$ cat src/rtl/mem_arbiter.sv
// mem_arbiter
//   Two-requester arbiter (instruction fetch, data load/store) in front of a
//   single SPI memory controller. One transaction is in flight at a time.
//   Ties alternate between requesters, starting with data after reset. A busy
//   transaction that sees no completion within TIMEOUT_CYCLES is aborted and
//   reported as an error.
//
// Ports
//   clk, rst_n                  clock, asynchronous active-low reset
//   f_req, f_addr               fetch request (always a 4-byte read)
//   f_done                      one-cycle fetch completion pulse
//   d_req, d_addr, d_num_bytes  data request (size 1, 2 or 4 bytes)
//   d_is_write, d_wdata         store flag and store value
//   d_done                      one-cycle data completion pulse
//   err                         marks the current done pulse as failed
//   rdata                       registered read data, valid with a done pulse
//   mem_start                   level start to the memory controller
//   mem_addr, mem_num_bytes,
//   mem_is_write, mem_wdata     latched transaction fields
//   mem_done, mem_rdata         controller completion level and read data

module mem_arbiter #(
   parameter logic [7:0] TIMEOUT_CYCLES = 8'd200
) (
   input  logic        clk,
   input  logic        rst_n,
   input  logic        f_req,
   input  logic [31:0] f_addr,
   output logic        f_done,
   input  logic        d_req,
   input  logic [31:0] d_addr,
   input  logic [2:0]  d_num_bytes,
   input  logic        d_is_write,
   input  logic [31:0] d_wdata,
   output logic        d_done,
   output logic        err,
   output logic [31:0] rdata,
   output logic        mem_start,
   output logic [31:0] mem_addr,
   output logic [2:0]  mem_num_bytes,
   output logic        mem_is_write,
   output logic [31:0] mem_wdata,
   input  logic        mem_done,
   input  logic [31:0] mem_rdata
);

   typedef enum logic [1:0] {IDLE, BUSY, RELEASE} state_t;
   typedef enum logic {GRANT_FETCH, GRANT_DATA} grant_t;

   state_t      state, state_nx;
   grant_t      last_grant, last_grant_nx;
   logic [7:0]  cnt, cnt_nx;

   logic        f_done_nx, d_done_nx, err_nx, start_nx;
   logic [31:0] rdata_nx, addr_nx, wdata_nx;
   logic [2:0]  num_bytes_nx;
   logic        is_write_nx;

   logic        pick_data, pick_fetch, size_ok;

   // Data wins when it is the only requester, or on a tie when fetch went last.
   assign pick_data  = d_req && (!f_req || (last_grant == GRANT_FETCH));
   assign pick_fetch = f_req && !pick_data;
   assign size_ok    = (d_num_bytes == 3'd1) || (d_num_bytes == 3'd2) ||
                       (d_num_bytes == 3'd4);

   always_ff @(posedge clk or negedge rst_n) begin
      if (!rst_n) begin
         state         <= IDLE;
         last_grant    <= GRANT_FETCH;
         cnt           <= 8'd0;
         f_done        <= 1'b0;
         d_done        <= 1'b0;
         err           <= 1'b0;
         rdata         <= 32'd0;
         mem_start     <= 1'b0;
         mem_addr      <= 32'd0;
         mem_num_bytes <= 3'd0;
         mem_is_write  <= 1'b0;
         mem_wdata     <= 32'd0;
      end else begin
         state         <= state_nx;
         last_grant    <= last_grant_nx;
         cnt           <= cnt_nx;
         f_done        <= f_done_nx;
         d_done        <= d_done_nx;
         err           <= err_nx;
         rdata         <= rdata_nx;
         mem_start     <= start_nx;
         mem_addr      <= addr_nx;
         mem_num_bytes <= num_bytes_nx;
         mem_is_write  <= is_write_nx;
         mem_wdata     <= wdata_nx;
      end
   end

   always_comb begin
      state_nx      = state;
      last_grant_nx = last_grant;
      cnt_nx        = cnt;
      f_done_nx     = 1'b0;
      d_done_nx     = 1'b0;
      err_nx        = 1'b0;
      rdata_nx      = rdata;
      start_nx      = mem_start;
      addr_nx       = mem_addr;
      num_bytes_nx  = mem_num_bytes;
      is_write_nx   = mem_is_write;
      wdata_nx      = mem_wdata;

      case (state)
         IDLE: begin
            if (pick_data) begin
               last_grant_nx = GRANT_DATA;
               if (size_ok) begin
                  addr_nx      = d_addr;
                  num_bytes_nx = d_num_bytes;
                  is_write_nx  = d_is_write;
                  wdata_nx     = d_wdata;
                  start_nx     = 1'b1;
                  cnt_nx       = 8'd0;
                  state_nx     = BUSY;
               end else begin
                  // Illegal size never reaches the controller.
                  d_done_nx = 1'b1;
                  err_nx    = 1'b1;
                  rdata_nx  = 32'd0;
                  state_nx  = RELEASE;
               end
            end else if (pick_fetch) begin
               last_grant_nx = GRANT_FETCH;
               addr_nx       = f_addr;
               num_bytes_nx  = 3'd4;
               is_write_nx   = 1'b0;
               wdata_nx      = 32'd0;
               start_nx      = 1'b1;
               cnt_nx        = 8'd0;
               state_nx      = BUSY;
            end
         end

         BUSY: begin
            // Completion takes priority over a timeout in the same cycle.
            if (mem_done) begin
               rdata_nx  = mem_rdata;
               start_nx  = 1'b0;
               f_done_nx = (last_grant == GRANT_FETCH);
               d_done_nx = (last_grant == GRANT_DATA);
               state_nx  = RELEASE;
            end else if (cnt == (TIMEOUT_CYCLES - 8'd1)) begin
               rdata_nx  = 32'd0;
               start_nx  = 1'b0;
               f_done_nx = (last_grant == GRANT_FETCH);
               d_done_nx = (last_grant == GRANT_DATA);
               err_nx    = 1'b1;
               state_nx  = RELEASE;
            end else begin
               cnt_nx = cnt + 8'd1;
            end
         end

         RELEASE: begin
            // Holds start low for a cycle so the controller returns to idle.
            start_nx = 1'b0;
            state_nx = IDLE;
         end

         default: begin
            start_nx = 1'b0;
            state_nx = IDLE;
         end
      endcase
   end

endmodule

$ cat config.mk
export PLATFORM = sky130hd
export DESIGN_NAME = mem_arbiter
export DESIGN_NICKNAME = d
export VERILOG_FILES = /design/src/rtl/mem_arbiter.sv
export SDC_FILE = /design/constraint.sdc
export NUM_CORES = 1
export LEC_CHECK = 0
export ABC_AREA = 0
export ABC_CLOCK_PERIOD_IN_PS = 2750
export CAP_MARGIN = 25
export CORE_MARGIN = 2
export CORE_UTILIZATION = 35
export CTS_CLUSTER_SIZE = 14
export DETAILED_ROUTE_END_ITERATION = 7
export PLACE_DENSITY = 0.68
export REMOVE_ABC_BUFFERS = 1
export SETUP_SLACK_MARGIN = 0.3
export SYNTH_ARGS = -nofsm -noshare
export SYNTH_HDL_FRONTEND = slang
export SYNTH_SLANG_ARGS = --single-unit
$ cat constraint.sdc
create_clock -name clk -period 2.75 [get_ports clk]
set_input_delay 0.4125 -clock clk [delete_from_list [all_inputs] [get_ports clk]]
set_output_delay 0.4125 -clock clk [all_outputs]
set_load 0.05 [all_outputs]
=== Word-level counts from Yosys, hierarchy flattened ===
Cells that the tools add are included.

* Register bits after elaboration: 115
* Input bits: 137
* Output and inout port bits: 104
* Logic and storage cells: 90

* Add/subtract/negate cells: 1
* Eq/ne operators: 13
* Muxes and demuxes: 47
* Bitwise logic cells: 1
* Reduce and logical (&&, ||, !) cells: 16

{| class="wikitable"
|+ Operator list
! operator !! count
|-
| 32-bit 2-to-1 mux || 10
|-
| 32-bit case mux with 2 select lines || 1
|-
| 8-bit 2-to-1 mux || 5
|-
| 1-bit 2-to-1 mux || 18
|-
| 8-bit case mux with 2 select lines || 1
|-
| 2-bit 2-to-1 mux || 5
|-
| 3-bit 2-to-1 mux || 3
|-
| 3-bit inequality test (second input constant) || 3
|-
| 8-bit by 1-bit adder with 8-bit output (second input constant) || 1
|-
| 8-bit == test (second input constant) || 1
|-
| 2-bit inequality test (second input constant) || 4
|-
| 1-bit case mux with 2 select lines || 3
|-
| 3-bit AND reduction || 2
|-
| 5-bit AND reduction || 1
|-
| 2-bit case mux with 2 select lines || 1
|-
| 2-bit AND reduction || 2
|-
| 4-bit AND reduction || 1
|-
| 2-bit nonzero test || 2
|-
| 3-bit by 1-bit == test with 1-bit output (second input constant) || 1
|-
| 3-bit by 2-bit == test with 1-bit output (second input constant) || 1
|-
| 3-bit == test (second input constant) || 1
|-
| 1-bit logical OR || 3
|-
| 2-bit by 1-bit == test with 1-bit output (second input constant) || 1
|-
| 1-bit logical AND || 2
|-
| 4 further kinds || 5
|}

=== Longest topological paths before layout ===
Gate-level depths: netlist of run 1.

* Word-level depth: 8
* Gate-level depth with buffers: 8
* Mapped depth without buffers: 5

=== Worst setup path before layout of run 1 ===
OpenSTA, ideal clock, no wires.

* Kind: reg2reg
* Start: reg cnt[3]
* End: reg cnt[7]
* Setup time: 126 ps
* Data arrival time: 1577 ps
* Data required time: 2624 ps
* Slack: 1046 ps
* Cell stages (with the launch flop): 5
* Path buffers: 0
* Clock period less this slack: 1704 ps
* Cell sequence: dfrtp_1 -> or3b_1 -> o21a_1 -> and3_1 -> a311o_1

* Longest elaborated chain between the ends: 4
* Elaborated cells on any way between the ends: 7
* Those cells by class: 1 x add/sub; 2 x eq/ne; 3 x mux; 1 x reduce/logical

{| class="wikitable"
|+ Ends and longest elaborated chain
! what !! line !! source
|-
| from (decl) || 52 || <nowiki>logic [7:0] cnt, cnt_nx;</nowiki>
|-
| from (signal assigned) || 84 || <nowiki>cnt <= cnt_nx;</nowiki>
|-
| 8-bit by 1-bit adder with 8-bit output || 158 || <nowiki>cnt_nx = cnt + 8'd1;</nowiki>
|-
| 8-bit 2-to-1 mux || 150 || <nowiki>end else if (cnt == (TIMEOUT_CYCLES - 8'd1)) begin</nowiki>
|-
| 8-bit 2-to-1 mux || 144 || <nowiki>if (mem_done) begin</nowiki>
|-
| 8-bit case mux with 2 select lines || 111 || <nowiki>case (state)</nowiki>
|}

Parallel ways exist; a longest one is shown, timed or not. The select of a mux whose other input is x is not followed.
A chain may end at the register's enable or synchronous reset.

=== Final worst setup path of run 1 ===
* Start: reg mem_wdata[25]
* End: out mem_wdata[25]

{| class="wikitable"
|+ RTL lines
! what !! line !! source
|-
| from (decl) || 42 || <nowiki>output logic [31:0] mem_wdata,</nowiki>
|-
| from (signal assigned) || 93 || <nowiki>mem_wdata <= wdata_nx;</nowiki>
|}

No word-level cell between the ends.

==> metrics.txt, run 1 <==
# TYPE chip_impl_metric gauge
chip_impl_metric{name="max_stage_delay",unit="ps"} 820
chip_impl_metric{name="design.final.nets",unit=""} 756
chip_impl_metric{name="dr.first_iter.drc_count",unit=""} 183
chip_impl_metric{name="p_total",unit="mW"} 10.1
chip_impl_metric{name="drv.max_cap_violation_count",unit=""} 0
chip_impl_info{name="cp_slowest_cell",value="clkdlybuf4s50_1"} 1
chip_impl_metric{name="ioPinCount",unit=""} 241
chip_impl_info{name="clk_root_buffer_cell",value="clkbuf_16"} 1
chip_impl_metric{name="dr_pass1_iterations",unit=""} 4
chip_impl_metric{name="setup_violations",unit=""} 0
chip_impl_info{name="hold_path.class",value="in2async"} 1
chip_impl_info{name="reg2reg_to",value="rdata[1]"} 1
chip_impl_info{name="most_frequent_standard_cell_in_the_layout_excluding_fill_and_tap_cells",value="clkdlybuf4s50_1"} 1
chip_impl_metric{name="clock_slew_seen_by_the_registers_of_the_worst_setup_and_hold_paths",unit="ps"} 60
chip_impl_metric{name="drive_gt1_share",unit="%"} 9.03
chip_impl_metric{name="finalSetupTns",unit="ps"} 0
chip_impl_metric{name="route.detailed.drc",unit=""} 0
chip_impl_info{name="endpoint_kind",value="primary output"} 1
chip_impl_metric{name="fillcell_total",unit=""} 1078
chip_impl_metric{name="grt_antenna_before_repair",unit=""} 0
chip_impl_metric{name="cts_htree_levels",unit=""} 4
chip_impl_metric{name="die_area",unit="mm2"} 0.0145
chip_impl_metric{name="gp_congestion",unit=""} 0.752
chip_impl_info{name="setup_repair_after_global_routing_missed_its_margin",value="no"} 1
chip_impl_metric{name="initial_cell_density_of_the_core",unit="%"} 35.8
chip_impl_metric{name="grt_util_all_layers",unit="%"} 18.8
chip_impl_metric{name="drt-vias-per-instance",unit=""} 4.98
chip_impl_metric{name="numClockSinks",unit=""} 115
chip_impl_metric{name="grt_start_max_net_pins",unit=""} 61
chip_impl_metric{name="io_buffer_count",unit=""} 240
chip_impl_metric{name="global_route_wire_length_before_repair",unit="mm"} 21.3
chip_impl_metric{name="ys_seq_elements",unit=""} 115
chip_impl_metric{name="r2r_setup_slack",unit="ps"} 840
chip_impl_info{name="worst-setup-path-type",value="reg2out"} 1
chip_impl_metric{name="grt_pass1_vias",unit=""} 4205
chip_impl_metric{name="ir_worst_vdd",unit="uV"} 606
chip_impl_metric{name="synth_simple_gate_area_share",unit="%"} 3.98
chip_impl_info{name="clock_tree_from_tritoncts",value="built"} 1
chip_impl_metric{name="timing_max_transition_violations_final",unit=""} 0
chip_impl_metric{name="maxSlewHeadroom",unit="%"} 62.5
chip_impl_metric{name="synth-seq-area-share",unit="%"} 60.6
chip_impl_info{name="largest_family_of_logic_cells_by_synthesized_area",value="compound AO/OA/AOI/OAI gates"} 1
chip_impl_metric{name="route.final.wire_length",unit="mm"} 13.6
chip_impl_metric{name="final-hold-violation-count",unit=""} 0
chip_impl_metric{name="fmax",unit="MHz"} 495
chip_impl_metric{name="tritoncts.num_buffers",unit=""} 17
chip_impl_metric{name="finalClockSkew",unit="ps"} 7.27
chip_impl_metric{name="die_height",unit="um"} 120
chip_impl_metric{name="longest_clk_path_bufs",unit=""} 2
chip_impl_metric{name="power.leakage",unit="nW"} 3.46
chip_impl_metric{name="detailroute.via_count",unit=""} 4015
chip_impl_info{name="reg2reg_from",value="cnt[3]"} 1
chip_impl_metric{name="synth.avg_cell_area",unit="um2"} 12.7
chip_impl_info{name="ys.flop_type",value="dfrtp_1"} 1
chip_impl_metric{name="depth_of_the_worst_register_to_register_path",unit=""} 5
chip_impl_info{name="startpoint",value="mem_wdata[25]"} 1
chip_impl_metric{name="placement.cell_area",unit="mm2"} 0.00733
chip_impl_info{name="path_cells",value="clkdlybuf4s50_1"} 1
chip_impl_metric{name="finalInstanceArea",unit="mm2"} 0.00792
chip_impl_metric{name="synthesis.instances",unit=""} 374
chip_impl_metric{name="die_w",unit="um"} 120
chip_impl_metric{name="yosysWarningCount",unit=""} 0
chip_impl_metric{name="largest_fanout_on_the_critical_path",unit=""} 2
chip_impl_metric{name="pwr_density_cell",unit="mW/mm2"} 1280
chip_impl_metric{name="cp.arrival",unit="ps"} 1610
chip_impl_metric{name="diodes",unit=""} 0
chip_impl_metric{name="layout_min_cycle_time",unit="ps"} 2020
chip_impl_info{name="outcome",value="complete, no violations"} 1
chip_impl_metric{name="synth_compound_area_share",unit="%"} 23.9
chip_impl_metric{name="final.period_utilization",unit="%"} 73.5
chip_impl_metric{name="yosysUniqueCellTypes",unit=""} 42
chip_impl_metric{name="cp.required",unit="ps"} 2340
chip_impl_info{name="most_used_cells_in_the_layout_excluding_fill_and_tap_cells",value="clkdlybuf4s50_1, dfrtp_1, a22o_1, o21ai_1, mux2i_1"} 1
chip_impl_metric{name="seqCellArea",unit="mm2"} 0.00288
chip_impl_metric{name="ant_nets",unit=""} 0
chip_impl_metric{name="core.rowCount",unit=""} 42
chip_impl_metric{name="synth.area.mux_share",unit="%"} 6.75
chip_impl_metric{name="multi_input_comb_area",unit="mm2"} 0.00167
chip_impl_metric{name="clock_latency",unit="ps"} 410
chip_impl_info{name="startpoint_type",value="flip-flop"} 1
chip_impl_metric{name="routedWlPerCell",unit="um"} 16.9
chip_impl_metric{name="dp.final_hpwl",unit="mm"} 9.71
chip_impl_metric{name="globalRoute.totalOverflow",unit=""} 0
chip_impl_metric{name="worstMarginPinSlew",unit="ps"} 560
chip_impl_metric{name="core",unit="mm2"} 0.0132
chip_impl_metric{name="path_buf_inv",unit=""} 1
chip_impl_info{name="dominant_delay_contributor_by_cell_family_on_the_critical_path",value="buffers and inverters"} 1
chip_impl_metric{name="syn_to_final_growth",unit="%"} 67.0
chip_impl_metric{name="synth_adder_area_share",unit="%"} 0.264
chip_impl_metric{name="synth_xor_area_share",unit="%"} 0.185
chip_impl_metric{name="syn-cell-area",unit="mm2"} 0.00475
chip_impl_metric{name="synth_enable_flop_cells",unit=""} 0
chip_impl_metric{name="ys_async_sr_fraction",unit="%"} 100
==> per-layer routing <==
metal	GRT usage [%]	vias to the layer above	routed length, um
li1	-	1897	-
met1	22.1	1932	5620
met2	31.1	163	6580
met3	5.94	23	1090
met4	9.45	0	364
met5	0	-	0
==> report_power, final <==
part | total [mW] | switching, mW | internal [mW] | leakage, nW
Clock | 2.15 | 0.816 | 1.34 | 0.275
Combinational | 5.19 | 3.33 | 1.86 | 1.71
Sequential | 2.76 | 0.404 | 2.36 | 1.47
Total | 10.1 | 4.55 | 5.55 | 3.46
==> synthesized netlist by cell type, types with 2 or more instances <==
| cell | count | area (um2) |
|---|---|---|
| o21a_1 | 3 | 22.5 |
| inv_1 | 5 | 18.8 |
| o21ai_0 | 23 | 115 |
| buf_6 | 7 | 78.8 |
| clkbuf_1 | 8 | 30.0 |
| mux2i_1 | 32 | 320 |
| o21ai_2 | 2 | 17.5 |
| nand2_1 | 5 | 18.8 |
| and3_1 | 3 | 18.8 |
| and2_1 | 2 | 12.5 |
| buf_2 | 13 | 65.1 |
| o21ai_1 | 45 | 225 |
| a21oi_1 | 7 | 35.0 |
| a22o_1 | 68 | 596 |
| a31oi_1 | 5 | 31.3 |
| nand3_1 | 2 | 10.0 |
| nor2_1 | 3 | 11.3 |
| dfrtp_1 | 115 | 2880 |
| nor3_1 | 3 | 15.0 |
==> worst max path at each step <==
stage	to	cells past startpoint
6_report	mem_wdata[25]	1
5_1_grt	rdata[23]	7
4_1_cts	rdata[17]	1
3_5_place_dp	rdata[1]	7
3_3_place_gp	rdata[22]	7
2_1_floorplan	mem_num_bytes[2]	4
==> cell families after synthesis <==
group,after synthesis
buffers and inverters,35
flip-flops,115
XOR/XNOR,1
multiplexers,32
AO/OA/AOI/OAI,161
AND/OR/NAND/NOR,29
adder cells (fa/ha/maj),1
==> state kept, by name, indices dropped and copies added, names as in the netlist <==
name and count:
state 2, last_grant 1, mem_start 1, mem_addr 32, mem_is_write 1, rdata 32
err 1, d_done 1, mem_num_bytes 3, f_done 1, mem_wdata 32, cnt 8
==> what timing repair did <==
action,CTS,global route
buffers inserted,0,0
hold buffers,1,0
hold endpoints to repair,24,0
gates resized for setup,0,0
==> per-stage QoR <==
stage                     setup WS, ps  cells  hold WS (ps)  util (%)
after global placement             388    774           343      55.3
after CTS                          704    807           458      59.8
after detailed placement           328    774           348      55.3
final                              729    807           463      59.8
after floorplan                  -1480    345           117         -
after global routing               639    807           503      59.8
==> area by class of cell <==
type	count	area share, %
timing repair buffer	254	32.1
clock buffer	17	5.37
sequential	115	36.3
clock inverter	15	2.04
inverter	6	0.284
multi-input combinational	224	21.1
tap	176	2.78
Note: power is estimated with default switching activity, not from simulation.
==> run 2: changes to the inputs <==
ABC_CLOCK_PERIOD_IN_PS = 1800   (was 2750)
PLACE_DENSITY = 0.71   (was 0.68)
clock period = 1.8 ns   (was 2.75 ns; I/O delays follow)
==> run 2 against run 1 <==
Net effect: utilization up 6.1 points; via count grew 8.4%; combinational power is 74% higher; design area grew 10%; clock power rose by 53%; clock-buffer cell count increased by 11; first-iteration DRC count rose by 0.55%; clock skew about the same; setup slack got worse by 630 ps; critical path type is now reg2reg.
==> metrics.txt, run 2 (synthesized netlist as in run 1, its figures left out) <==
# TYPE chip_impl_metric gauge
chip_impl_metric{name="drv.max_cap_violation_count",unit=""} 0
chip_impl_metric{name="cp.required",unit="ps"} 2100
chip_impl_metric{name="timing_max_transition_violations_final",unit=""} 0
chip_impl_metric{name="clock_slew_seen_by_the_registers_of_the_worst_setup_and_hold_paths",unit="ps"} 50
chip_impl_metric{name="global_route_wire_length_before_repair",unit="mm"} 22.3
chip_impl_metric{name="placement.cell_area",unit="mm2"} 0.00737
chip_impl_info{name="reg.largest.list",value="mem_addr: 32 flops, mem_wdata: 32 flops, rdata: 32 flops"} 1
chip_impl_metric{name="finalInstanceArea",unit="mm2"} 0.00873
chip_impl_metric{name="grt_pass1_vias",unit=""} 4496
chip_impl_metric{name="ir_worst_vdd",unit="uV"} 1170
chip_impl_metric{name="pre_cts_ws",unit="ps"} -439
chip_impl_metric{name="setup_violations",unit=""} 0
chip_impl_metric{name="syn_to_final_growth",unit="%"} 83.9
chip_impl_metric{name="dr.first_iter.drc_count",unit=""} 184
chip_impl_info{name="setup_repair_after_global_routing_missed_its_margin",value="yes"} 1
chip_impl_metric{name="ioPinCount",unit=""} 241
chip_impl_metric{name="dp.final_hpwl",unit="mm"} 9.94
chip_impl_metric{name="final-hold-violation-count",unit=""} 0
chip_impl_metric{name="postLayoutSetupSlackWorst",unit="ps"} 98.6
chip_impl_metric{name="ant_nets",unit=""} 0
chip_impl_metric{name="detailroute.via_count",unit=""} 4352
chip_impl_metric{name="fmax",unit="MHz"} 588
chip_impl_metric{name="gp_congestion",unit=""} 0.832
chip_impl_info{name="worst-setup-path-type",value="reg2reg"} 1
chip_impl_info{name="path_cells",value="ha_1 -> nand4b_1 -> buf_4 -> o21bai_4 -> a22oi_4 -> clkbuf_16 -> a22o_1"} 1
chip_impl_metric{name="finalClockSkew",unit="ps"} 6.93
chip_impl_metric{name="core",unit="mm2"} 0.0132
chip_impl_metric{name="tritoncts.num_buffers",unit=""} 17
chip_impl_info{name="startpoint_type",value="flip-flop"} 1
chip_impl_metric{name="maxSlewHeadroom",unit="%"} 57.9
chip_impl_metric{name="power.leakage",unit="nW"} 3.96
chip_impl_metric{name="die_height",unit="um"} 120
chip_impl_info{name="outcome",value="complete, no violations"} 1
chip_impl_metric{name="core.rowCount",unit=""} 42
chip_impl_metric{name="worstMarginPinSlew",unit="ps"} 632
chip_impl_info{name="cp_slowest_cell",value="dfrtp_1"} 1
chip_impl_metric{name="longest_clk_path_bufs",unit=""} 2
chip_impl_metric{name="clock_latency",unit="ps"} 420
chip_impl_metric{name="path_buf_inv",unit=""} 2
chip_impl_info{name="clock_tree_from_tritoncts",value="built"} 1
chip_impl_metric{name="drive_gt1_share",unit="%"} 37.2
chip_impl_metric{name="dr_pass1_iterations",unit=""} 4
chip_impl_metric{name="cp.arrival",unit="ps"} 2000
chip_impl_metric{name="max_stage_delay",unit="ps"} 370
chip_impl_metric{name="final.period_utilization",unit="%"} 94.5
chip_impl_metric{name="design.final.nets",unit=""} 803
chip_impl_info{name="dominant_delay_contributor_by_cell_family_on_the_critical_path",value="compound AO/OA/AOI/OAI gates"} 1
chip_impl_metric{name="io_buffer_count",unit=""} 240
chip_impl_metric{name="route.final.wire_length",unit="mm"} 15.8
chip_impl_metric{name="routedWlPerCell",unit="um"} 18.5
chip_impl_info{name="clk_root_buffer_cell",value="clkbuf_16"} 1
chip_impl_info{name="endpoint_kind",value="flip-flop"} 1
chip_impl_metric{name="drt-vias-per-instance",unit=""} 5.10
chip_impl_metric{name="route.detailed.drc",unit=""} 0
chip_impl_metric{name="grt_util_all_layers",unit="%"} 20.0
chip_impl_info{name="most_used_cells_in_the_layout_excluding_fill_and_tap_cells",value="clkdlybuf4s50_1, dfrtp_1, clkdlybuf4s15_2, a22o_1, buf_4"} 1
chip_impl_metric{name="cts_htree_levels",unit=""} 4
chip_impl_metric{name="initial_cell_density_of_the_core",unit="%"} 35.8
chip_impl_metric{name="die_w",unit="um"} 120
chip_impl_metric{name="pwr_density_cell",unit="mW/mm2"} 1900
chip_impl_metric{name="numClockSinks",unit=""} 115
chip_impl_metric{name="largest_fanout_on_the_critical_path",unit=""} 16
chip_impl_metric{name="globalRoute.totalOverflow",unit=""} 0
chip_impl_metric{name="layout_min_cycle_time",unit="ps"} 1700
chip_impl_metric{name="grt_antenna_before_repair",unit=""} 1
chip_impl_info{name="most_frequent_standard_cell_in_the_layout_excluding_fill_and_tap_cells",value="clkdlybuf4s50_1"} 1
chip_impl_metric{name="grt_start_max_net_pins",unit=""} 116
chip_impl_metric{name="finalSetupTns",unit="ps"} 0
chip_impl_info{name="hold_path.class",value="in2reg"} 1
chip_impl_metric{name="die_area",unit="mm2"} 0.0145
-- run 2: changes by cell type in the layout (fill, tap and decap cells not counted), sizes merged, moves of 2 or more --
cell,delta
clkdlybuf4s15,+69
dlygate4sd2,+2
clkinv,-6
clkinvlp,-4
buf,+75
clkdlybuf4s50,-107
clkbuf,+18
-- run 2: through the flow --
step	instances	total power, mW	hold WS, ps	util [%]
6_report	854	16.6	238	65.9
5_1_grt	854	17.3	243	65.9
3_5_place_dp	789	12.3	413	55.6
2_1_floorplan	345	9.18	-25.6	-
4_1_cts	831	15.6	364	61.9
3_3_place_gp	789	12.2	397	55.6
-- run 2: layout make-up --
| type | instances | area [um2] |
|---|---|---|
| Sequential cell | 115 | 2880 |
| Timing Repair Buffer | 301 | 3130 |
| Inverter | 6 | 22.5 |
| Fill cell | 1006 | 4510 |
| Tap cell | 176 | 220 |
| Antenna cell | 1 | 2.50 |
| Clock inverter | 3 | 40.0 |
| Clock buffer | 28 | 547 |
| Multi-Input combinational cell | 224 | 1880 |
-- run 2: power breakdown --
part | internal, mW | total [mW] | leakage (nW) | switching [mW]
Sequential | 3.61 | 4.27 | 1.47 | 0.662
Combinational | 3.43 | 9.05 | 2.19 | 5.62
Clock | 2.18 | 3.28 | 0.293 | 1.11
-- run 2: metal layers --
layer  vias up  GRT usage [%]  wire length [um]
met5         -              0                 0
met4         0           10.8               559
met3        40           6.27              1150
met2       184           34.1              7970
met1      2136           22.3              6100
li1       1992              -                 -
-- run 2: final timing paths --
path	startpoint	to	slack, ps	cells after the start
worst max-delay path	cnt[1]	rdata[27]	100	7
worst min-delay path	d_num_bytes[1]	mem_num_bytes[1]	240	3
worst max register to register	cnt[1]	rdata[27]	100	7
worst min register to register	mem_addr[19]	mem_addr[19]	500	2
max in group asynchronous	rst_n	state[1]	810	3
min in group asynchronous	rst_n	rdata[28]	440	3
-- run 2: worst register-to-register path: cells and delay by family, from the launching register on --
family	cells	cell delay (ps)
buffers and inverters	2	400
AO/OA/AOI/OAI	3	500
adder cells (fa/ha/maj)	1	180
flip-flops	1	370
AND/OR/NAND/NOR	1	150
-- run 2: what timing repair did --
item	in CTS	in global routing
buffers inserted	10	11
hold buffers	1	0
endpoints found under the hold margin	115	0
gates resized for setup	226	83
endpoints found under the setup margin	181	113
pin swaps	4	53
gates cloned	0	11
==> run 3: changes to the inputs <==
CORE_UTILIZATION = 36   (was 35)
PLACE_DENSITY = 0.72   (was 0.71)
==> run 3 against run 2 <==
Net effect: global-route usage rose by 1.7 points; power rose by 3.4%; sequential share of layout area is 0.66 points lower; register-to-register slack got worse by 20 ps; setup slack got worse by 32 ps; utilization grew 4.1 points; clock power is 14% higher; wire length decreased by 1.3%; fmax shrank 1.8%; cell count shrank 0.59%; clock skew increased by 2.6 ps; critical path type is now in2reg; critical endpoint is now mem_wdata[27].
==> metrics.txt, run 3 (synthesized netlist as in run 1, its figures left out) <==
# TYPE chip_impl_metric gauge
chip_impl_info{name="outcome",value="complete, no violations"} 1
chip_impl_metric{name="numPlacedInstances",unit=""} 793
chip_impl_metric{name="longest_clk_path_bufs",unit=""} 2
chip_impl_metric{name="numClockSinks",unit=""} 115
chip_impl_info{name="clk_root_buffer_cell",value="clkbuf_16"} 1
chip_impl_metric{name="use_met3",unit="%"} 6.27
chip_impl_metric{name="tritoncts.num_buffers",unit=""} 17
chip_impl_metric{name="final-hold-violation-count",unit=""} 0
chip_impl_metric{name="diodes",unit=""} 0
chip_impl_metric{name="clock_latency",unit="ps"} 410
chip_impl_metric{name="global_route_wire_length_before_repair",unit="mm"} 23.8
chip_impl_metric{name="pwr_density_cell",unit="mW/mm2"} 1930
chip_impl_metric{name="worst_hold_path.num_cells",unit=""} 3
chip_impl_metric{name="ioPinCount",unit=""} 241
chip_impl_metric{name="layoutNonFillerInstCount",unit=""} 849
chip_impl_info{name="grt.busiest_layer",value="met2"} 1
chip_impl_info{name="clock_tree_from_tritoncts",value="built"} 1
chip_impl_info{name="startpoint_type",value="primary input"} 1
chip_impl_metric{name="die_w",unit="um"} 119
chip_impl_metric{name="fmax",unit="MHz"} 577
chip_impl_metric{name="final.period_utilization",unit="%"} 96.3
chip_impl_metric{name="cp.required",unit="ps"} 2140
chip_impl_metric{name="syn_to_final_growth",unit="%"} 87.7
chip_impl_metric{name="grt_antenna_before_repair",unit=""} 0
chip_impl_metric{name="clock_slew_seen_by_the_registers_of_the_worst_setup_and_hold_paths",unit="ps"} 50
chip_impl_metric{name="initial_cell_density_of_the_core",unit="%"} 37.3
chip_impl_metric{name="routedWlPerCell",unit="um"} 18.4
chip_impl_metric{name="placement.cell_area",unit="mm2"} 0.00749
chip_impl_metric{name="core",unit="mm2"} 0.0127
chip_impl_info{name="reg.largest.list",value="mem_addr: 32 flops, mem_wdata: 32 flops, rdata: 32 flops"} 1
chip_impl_metric{name="gp_congestion",unit=""} 0.768
chip_impl_info{name="dominant_delay_contributor_by_cell_family_on_the_critical_path",value="buffers and inverters"} 1
chip_impl_metric{name="finalInstanceArea",unit="mm2"} 0.00891
chip_impl_metric{name="gr-usage-met1",unit="%"} 24.3
chip_impl_info{name="hold_path.class",value="in2reg"} 1
chip_impl_info{name="path_cells",value="clkdlybuf4s50_1 -> a21bo_2 -> a211oi_4 -> or2_4 -> buf_12 -> buf_8 -> a22o_1"} 1
chip_impl_info{name="worst-setup-path-type",value="in2reg"} 1
chip_impl_metric{name="dr.first_iter.drc_count",unit=""} 232
chip_impl_metric{name="io_buffer_count",unit=""} 240
chip_impl_metric{name="layout.core_utilization",unit="%"} 70.0
chip_impl_metric{name="dr_pass1_iterations",unit=""} 5
chip_impl_metric{name="path_buf_inv",unit=""} 3
chip_impl_info{name="setup_repair_after_global_routing_missed_its_margin",value="yes"} 1
chip_impl_metric{name="route.final.wire_length",unit="mm"} 15.6
chip_impl_metric{name="die_height",unit="um"} 119
chip_impl_metric{name="ir_worst_vdd",unit="uV"} 1100
chip_impl_info{name="most_frequent_standard_cell_in_the_layout_excluding_fill_and_tap_cells",value="clkdlybuf4s50_1"} 1
chip_impl_info{name="endpoint_kind",value="flip-flop"} 1
chip_impl_metric{name="grt_util_all_layers",unit="%"} 21.7
chip_impl_metric{name="drv.max_cap_violation_count",unit=""} 0
chip_impl_metric{name="depth_of_the_worst_register_to_register_path",unit=""} 6
chip_impl_metric{name="cts_htree_levels",unit=""} 4
chip_impl_metric{name="design.final.nets",unit=""} 803
chip_impl_metric{name="pre_cts_ws",unit="ps"} -482
chip_impl_metric{name="route.detailed.drc",unit=""} 0
chip_impl_metric{name="max_stage_delay",unit="ps"} 490
chip_impl_metric{name="largest_fanout_on_the_critical_path",unit=""} 7
chip_impl_metric{name="timing_max_transition_violations_final",unit=""} 0
chip_impl_metric{name="worstMarginPinSlew",unit="ps"} 451
chip_impl_metric{name="core.rowCount",unit=""} 41
chip_impl_metric{name="power.leakage",unit="nW"} 4.01
chip_impl_metric{name="p_total",unit="mW"} 17.2
chip_impl_metric{name="grt_start_max_net_pins",unit=""} 40
chip_impl_metric{name="detailroute.via_count",unit=""} 4290
chip_impl_metric{name="ant_nets",unit=""} 0
chip_impl_metric{name="grt_pass1_vias",unit=""} 4660
chip_impl_metric{name="globalRouteMet2Util",unit="%"} 38.0
chip_impl_metric{name="drt-vias-per-instance",unit=""} 5.05
chip_impl_metric{name="maxSlewHeadroom",unit="%"} 70.0
chip_impl_metric{name="setup_violations",unit=""} 0
chip_impl_metric{name="fillcell_total",unit=""} 947
chip_impl_metric{name="die_area",unit="mm2"} 0.0141
chip_impl_metric{name="finalClockSkew",unit="ps"} 9.54
chip_impl_metric{name="layout_min_cycle_time",unit="ps"} 1730
chip_impl_metric{name="globalRoute.totalOverflow",unit=""} 0
chip_impl_info{name="most_used_cells_in_the_layout_excluding_fill_and_tap_cells",value="clkdlybuf4s50_1, dfrtp_1, clkdlybuf4s15_2, a22o_1, buf_4"} 1
chip_impl_metric{name="path_depth",unit=""} 7
chip_impl_info{name="cp_slowest_cell",value="clkdlybuf4s50_1"} 1
chip_impl_metric{name="postLayoutSetupSlackWorst",unit="ps"} 66.6
chip_impl_metric{name="dp.final_hpwl",unit="mm"} 10.4
chip_impl_metric{name="cp.arrival",unit="ps"} 2080
chip_impl_metric{name="drive_gt1_share",unit="%"} 38.1
[run 3: area by class of cell]
class	instances	area (um2)	area share, %
multi-input combinational	224	1920	21.6
clock buffer	22	484	5.44
clock inverter	9	175	1.97
sequential	115	2880	32.3
timing repair buffer	301	3210	36.0
inverter	6	22.5	0.253
tap	172	215	2.42
[run 3: power breakdown]
| part | internal, mW | leakage, nW | total (mW) | switching [mW] |
|---|---|---|---|---|
| logic | 3.56 | 2.22 | 9.19 | 5.63 |
| registers | 3.61 | 1.47 | 4.24 | 0.633 |
| clock network | 2.59 | 0.318 | 3.74 | 1.15 |
| total | 9.76 | 4.01 | 17.2 | 7.41 |
[run 3: path summary, 6_finish.rpt]
kind                                      from          endpoint  slack, ps
worst max-delay path                     d_req     mem_wdata[27]         70
worst min-delay path            d_num_bytes[1]  mem_num_bytes[1]        250
worst max register to register      last_grant     mem_wdata[27]         80
worst min register to register       mem_start         mem_start        490
max in group asynchronous                rst_n         rdata[16]        850
min in group asynchronous                rst_n      mem_addr[12]        370
[run 3: stage by stage]
| step | TNS [ps] | hold WS, ps |
|---|---|---|
| 2_1_floorplan | -229390 | -25.6 |
| 3_3_place_gp | -43330 | 248 |
| 3_5_place_dp | -42880 | 255 |
| 4_1_cts | 0 | 359 |
| 5_1_grt | 0 | 268 |
| 6_report | 0 | 254 |
[run 3: per-layer routing]
metal	vias up	share of wire (%)	wire, um
met4	0	2.5	386
li1	1991	-	-
met3	29	6.6	1030
met1	2085	39	6020
met2	185	52	8140
met5	-	0	0
[run 3: repair_timing]
action                     in CTS  in global routing
cloned                          5                  4
gates resized for setup       270                 45
hold buffers                    1                  0
setup endpoints to repair     188                114
pin swaps                      17                 57
hold endpoints to repair       30                  0
setup buffers                   7                  8
[run 3: worst reg2reg max path: stages, from the launching register on]
cell	delay, ps
dfrtp_1	380
a21bo_2	220
a211oi_4	310
or2_4	320
buf_12	170
buf_8	110
a22o_1	150
==> variant 1, RTL diff (config.mk and constraints of run 2) <==
`rdata` no longer has a reset.
--- a/src/rtl/mem_arbiter.sv
+++ b/src/rtl/mem_arbiter.sv
@@ -73,5 +73,4 @@
          d_done        <= 1'b0;
          err           <= 1'b0;
-         rdata         <= 32'd0;
          mem_start     <= 1'b0;
          mem_addr      <= 32'd0;
@@ -86,5 +85,4 @@
          d_done        <= d_done_nx;
          err           <= err_nx;
-         rdata         <= rdata_nx;
          mem_start     <= start_nx;
          mem_addr      <= addr_nx;
@@ -93,4 +91,8 @@
          mem_wdata     <= wdata_nx;
       end
+   end
+
+   always_ff @(posedge clk) begin
+      rdata <= rdata_nx;
    end
 
Behaviour: differs if rst_n is asserted again (counterexample within 4 cycles, from zero or initial values and one cycle with rst_n low); with rst_n held inactive, the same outputs for 4 cycles.
==> variant 1 against run 2 <==
- critical path depth fell by 1
- clock power grew 2%
- sequential share of layout area is 1.0 points lower
- worst setup slack lost 0.079 ns
- sequential cell count did not move
- area after synthesis up 4.6%
- power rose by 9.6%
- non-clock buffer count grew 21
- via count decreased by 3.2%
- routed wire length rose by 6.0%
- count of clock-buffer cells in the layout down 11
- cell area rose by 8.8%
- highest routed layer unchanged
==> variant 1: results (changes against run 2) <==
| Item | This run | Delta |
|:---|:---|:---|
| Status | complete, no violations |  |
| Register-to-register setup slack | 0.02 ns | -0.08 ns |
| Count of buffers added by post-CTS timing repair for setup | 11 | +1 |
| Static leakage power | 4.12 nW | +4.2% |
| Vias in the first global route | 4209 | -6.4% |
| Most area-consuming cells after synthesis | dfrtp_1 42%, edfxtp_1 19%, mux2_4 8.8%, mux2_2 7.9%, a22o_1 6.0% |  |
| Final net count | 796 | -0.87% |
| Proportion of power drawn by combinational gates | 56.5% | +2.0 points |
| Post-synthesis async set-or-reset flop share | 72.2% | -28 points |
| HPWL Detailed | 9.91 mm | -0.36% |
| Share of the synthesized netlist area taken by xor and xnor gates | 0.353% | +0.17 points |
| Largest incremental delay on the critical path | 0.41 ns | +0.04 ns |
| Worst setup skew after layout | 0.00567 ns | -0.00126 ns |
| Gate family responsible for the most delay along the worst path | simple AND/OR/NAND/NOR gates |  |
| Top cells by instance count after synthesis | 83 x dfrtp_1, 35 x mux2_2, 34 x a22o_1, 33 x and2_1, 32 x edfxtp_1 |  |
| Portion of total power attributed to sequential cells | 25.1% | -0.6 points |
| Synthesized-area fraction occupied by ao, oa, aoi and oai cells | 10.7% | -13 points |
| Path category of the worst min-delay check | in -> async |  |
| Leading registers by flop count | mem_addr (32), mem_wdata (32), rdata (32) |  |
| Critical path launch point | cnt[3] |  |
| Global-route wire length before repair | 22.3 mm | +0.13% |
| Worst ir drop on vdd | 0.00117 V | +0.64% |
| Post-place setup slack | -0.328 ns | +0.111 ns |
| Post-Syn Instances | 336 | -10% |
| Dpl cell area | 0.00781 sq mm | +6.0% |
| Max-cap viol count | 0 | unchanged |
| Post-synth EDFFs | 32 | +32 |
| Average via count per standard cell | 4.95 | -2.9% |
| Number of resized instances in the post-cts repair step | 319 | +41% |
| GRT Resource Usage Total | 19.5% | -0.50 points |
| Multiplexer fraction of the synthesized cell area | 16.7% | +10 points |
| Fraction of the yosys area taken by sequential cells | 61.2% | +0.58 points |
| Post-synthesis adder-cell area fraction | 0.252% | -0.012 points |
| Ratio of total power to cell area | 1920 mW/mm^2 | +0.75% |
| Placed cell count | 777 | -1.5% |
| R2r worst-path depth | 6 | -1 |
| Final Wtd Congestion | 0.835 | +0.37% |
| Endpoint of the worst register-to-register path | rdata[26] |  |
| Layout cell share with drive strength beyond 1 | 46.1% | +8.8 points |
| Total length of routed wires | 16.7 mm | +6.0% |
| Final cell count without fillers | 852 | -0.23% |
| Normalized max-slew margin | 67.9% | +10 points |
variant 1: worst min-delay path by stage:
stage / start / slack (ns) / cells after the start / endpoint
global route: rst_n / 0.40 / 2 / mem_addr[8]
global placement: rst_n / 0.26 / 1 / mem_addr[17]
detailed placement: rst_n / 0.26 / 1 / mem_addr[8]
CTS: d_num_bytes[2] / 0.34 / 2 / mem_num_bytes[2]
floorplan: rst_n / -0.03 / 0 / cnt[0]
finish: rst_n / 0.36 / 2 / mem_addr[8]
variant 1: routing by layer:
metal	track usage [%]	vias to the layer above	part of all wire [%]
met5	0	-	0
met3	6.32	36	8.0
met1	22.7	2066	39
met2	33.4	213	51
met4	7.53	0	2.4
li1	-	1899	-
variant 1: layout make-up:
class | count | area (sq um)
timing repair buffer | 322 | 3560
fill | 940 | 4380
antenna | 1 | 2.50
clock inverter | 15 | 164
inverter | 4 | 17.5
sequential | 115 | 3040
multi-input combinational | 198 | 2070
clock buffer | 17 | 425
tap | 180 | 225
==> variant 2, RTL diff (flow settings as in run 2) <==
Without the edit above. `TIMEOUT_CYCLES`: 8'd200 -> 8'd100.
--- a/src/rtl/mem_arbiter.sv
+++ b/src/rtl/mem_arbiter.sv
@@ -21,5 +21,5 @@
 
 module mem_arbiter #(
-   parameter logic [7:0] TIMEOUT_CYCLES = 8'd200
+   parameter logic [7:0] TIMEOUT_CYCLES = 8'd100
 ) (
    input  logic        clk,
Behaviour: no difference found for any inputs over 4 cycles, from zero or initial values and one cycle with rst_n low; that may be too few to reach the edited logic, so the function may still have changed.
==> variant 2 against run 2 <==
- worst hold slack worse by 0.019 ns
- power rose by 12%
- sequential cell count did not move
- cell area increased by 5.1%
- via count decreased by 1.6%
- area after synthesis grew 3.1%
- worst setup slack got worse by 0.074 ns
- routed wire length increased by 6.1%
- highest routed layer unchanged
==> variant 2: results (changes against run 2) <==
| Item | This run | Delta |
|:---|:---|:---|
| Fraction of the yosys area taken by sequential cells | 58.8% | -1.8 points |
| Met1 usage in global routing | 23.2% | +0.95 points |
| R2r worst-path depth | 6 | -1 |
| Vias in the first global route | 4351 | -3.2% |
| Capture endpoint of the worst hold path | last_grant |  |
| Met3 routing resource usage after global routing | 5.67% | -0.60 points |
| Met2 Resource Use GR | 34.3% | +0.23 points |
| Post-Syn Instances | 340 | -9.1% |
| Layout buffer count excluding clock buffers | 306 | +1.7% |
| Layout cell share with drive strength beyond 1 | 45.0% | +7.7 points |
| Average via count per standard cell | 5.13 | +0.73% |
| Endpoint of the worst register-to-register path | cnt[7] |  |
| Final Wtd Congestion | 0.747 | -10% |
| Register-to-register setup slack | 0.02 ns | -0.07 ns |
| Number of filler cells placed in the layout | 1015 | +0.89% |
| Critical path's slowest cell | o41ai_2 |  |
| Worst ir drop on vdd | 0.00113 V | -3.5% |
| Post-place setup slack | -0.314 ns | +0.124 ns |
| Final net count | 779 | -3.0% |
| HPWL Detailed | 9.45 mm | -4.9% |
| Ant diodes | 0 | -1 |
| Static leakage power | 4.20 nW | +6.2% |
| Sequential fraction of total cell area | 31.4% | -1.6 points |
| Status | complete, no violations |  |
| Share of the synthesized netlist area taken by xor and xnor gates | 0.179% | -0.0055 points |
| Maximum achievable frequency | 0.563 GHz | -4.2% |
| Number of antenna violations at the first check in global routing | 0 | -1 |
-- variant 2: cell types whose count changed after synthesis, sizes merged, moves of 3 or more --
| cell | delta |
|---|---|
| a21oi | -4 |
| a31o | +5 |
| a31oi | -4 |
| and3 | -3 |
| clkbuf | -5 |
| mux2 | +64 |
| mux2i | -32 |
| nand2 | +4 |
| nor2b | +3 |
| o211ai | +3 |
| o21ai | -61 |
-- variant 2: stage by stage --
stage | hold slack, ns | area (sq um) | total power, mW | TNS (ns)
6_report | 0.218 | 9180 | 18.7 | 0
5_1_grt | 0.221 | 9180 | 19.4 | 0
4_1_cts | 0.264 | 8660 | 17.9 | 0
3_5_place_dp | 0.140 | 7540 | 14.0 | -24.78
3_3_place_gp | 0.140 | 7540 | 13.9 | -20.50
2_1_floorplan | -0.0256 | 4740 | 10.6 | -92.51
-- variant 2: power breakdown --
part	internal [mW]	switching, mW	total, mW	leakage [nW]
Clock	2.21	1.21	3.43	0.283
Sequential	3.80	0.788	4.59	1.46
Combinational	4.39	6.26	10.6	2.46
Total	10.4	8.26	18.7	4.20
-- variant 2: cells by family (layout without fill, tap and decap cells) --
| logic type | after synthesis | after routing |
|---|---|---|
| XOR/XNOR | 1 | 1 |
| AND/OR/NAND/NOR | 28 | 28 |
| AO/OA/AOI/OAI | 101 | 101 |
| multiplexers | 64 | 64 |
| buffers and inverters | 30 | 344 |
| flip-flops | 115 | 115 |
| adder cells (fa/ha/maj) | 1 | 1 |
-- variant 2: timing repair --
action / CTS / global route
pin swaps: 4 / 17
hold endpoints to repair: 13 / 0
setup buffers: 12 / 11
setup endpoints to repair: 177 / 113
hold buffers: 1 / 0
gates cloned: 8 / 12
resized for setup: 229 / 60
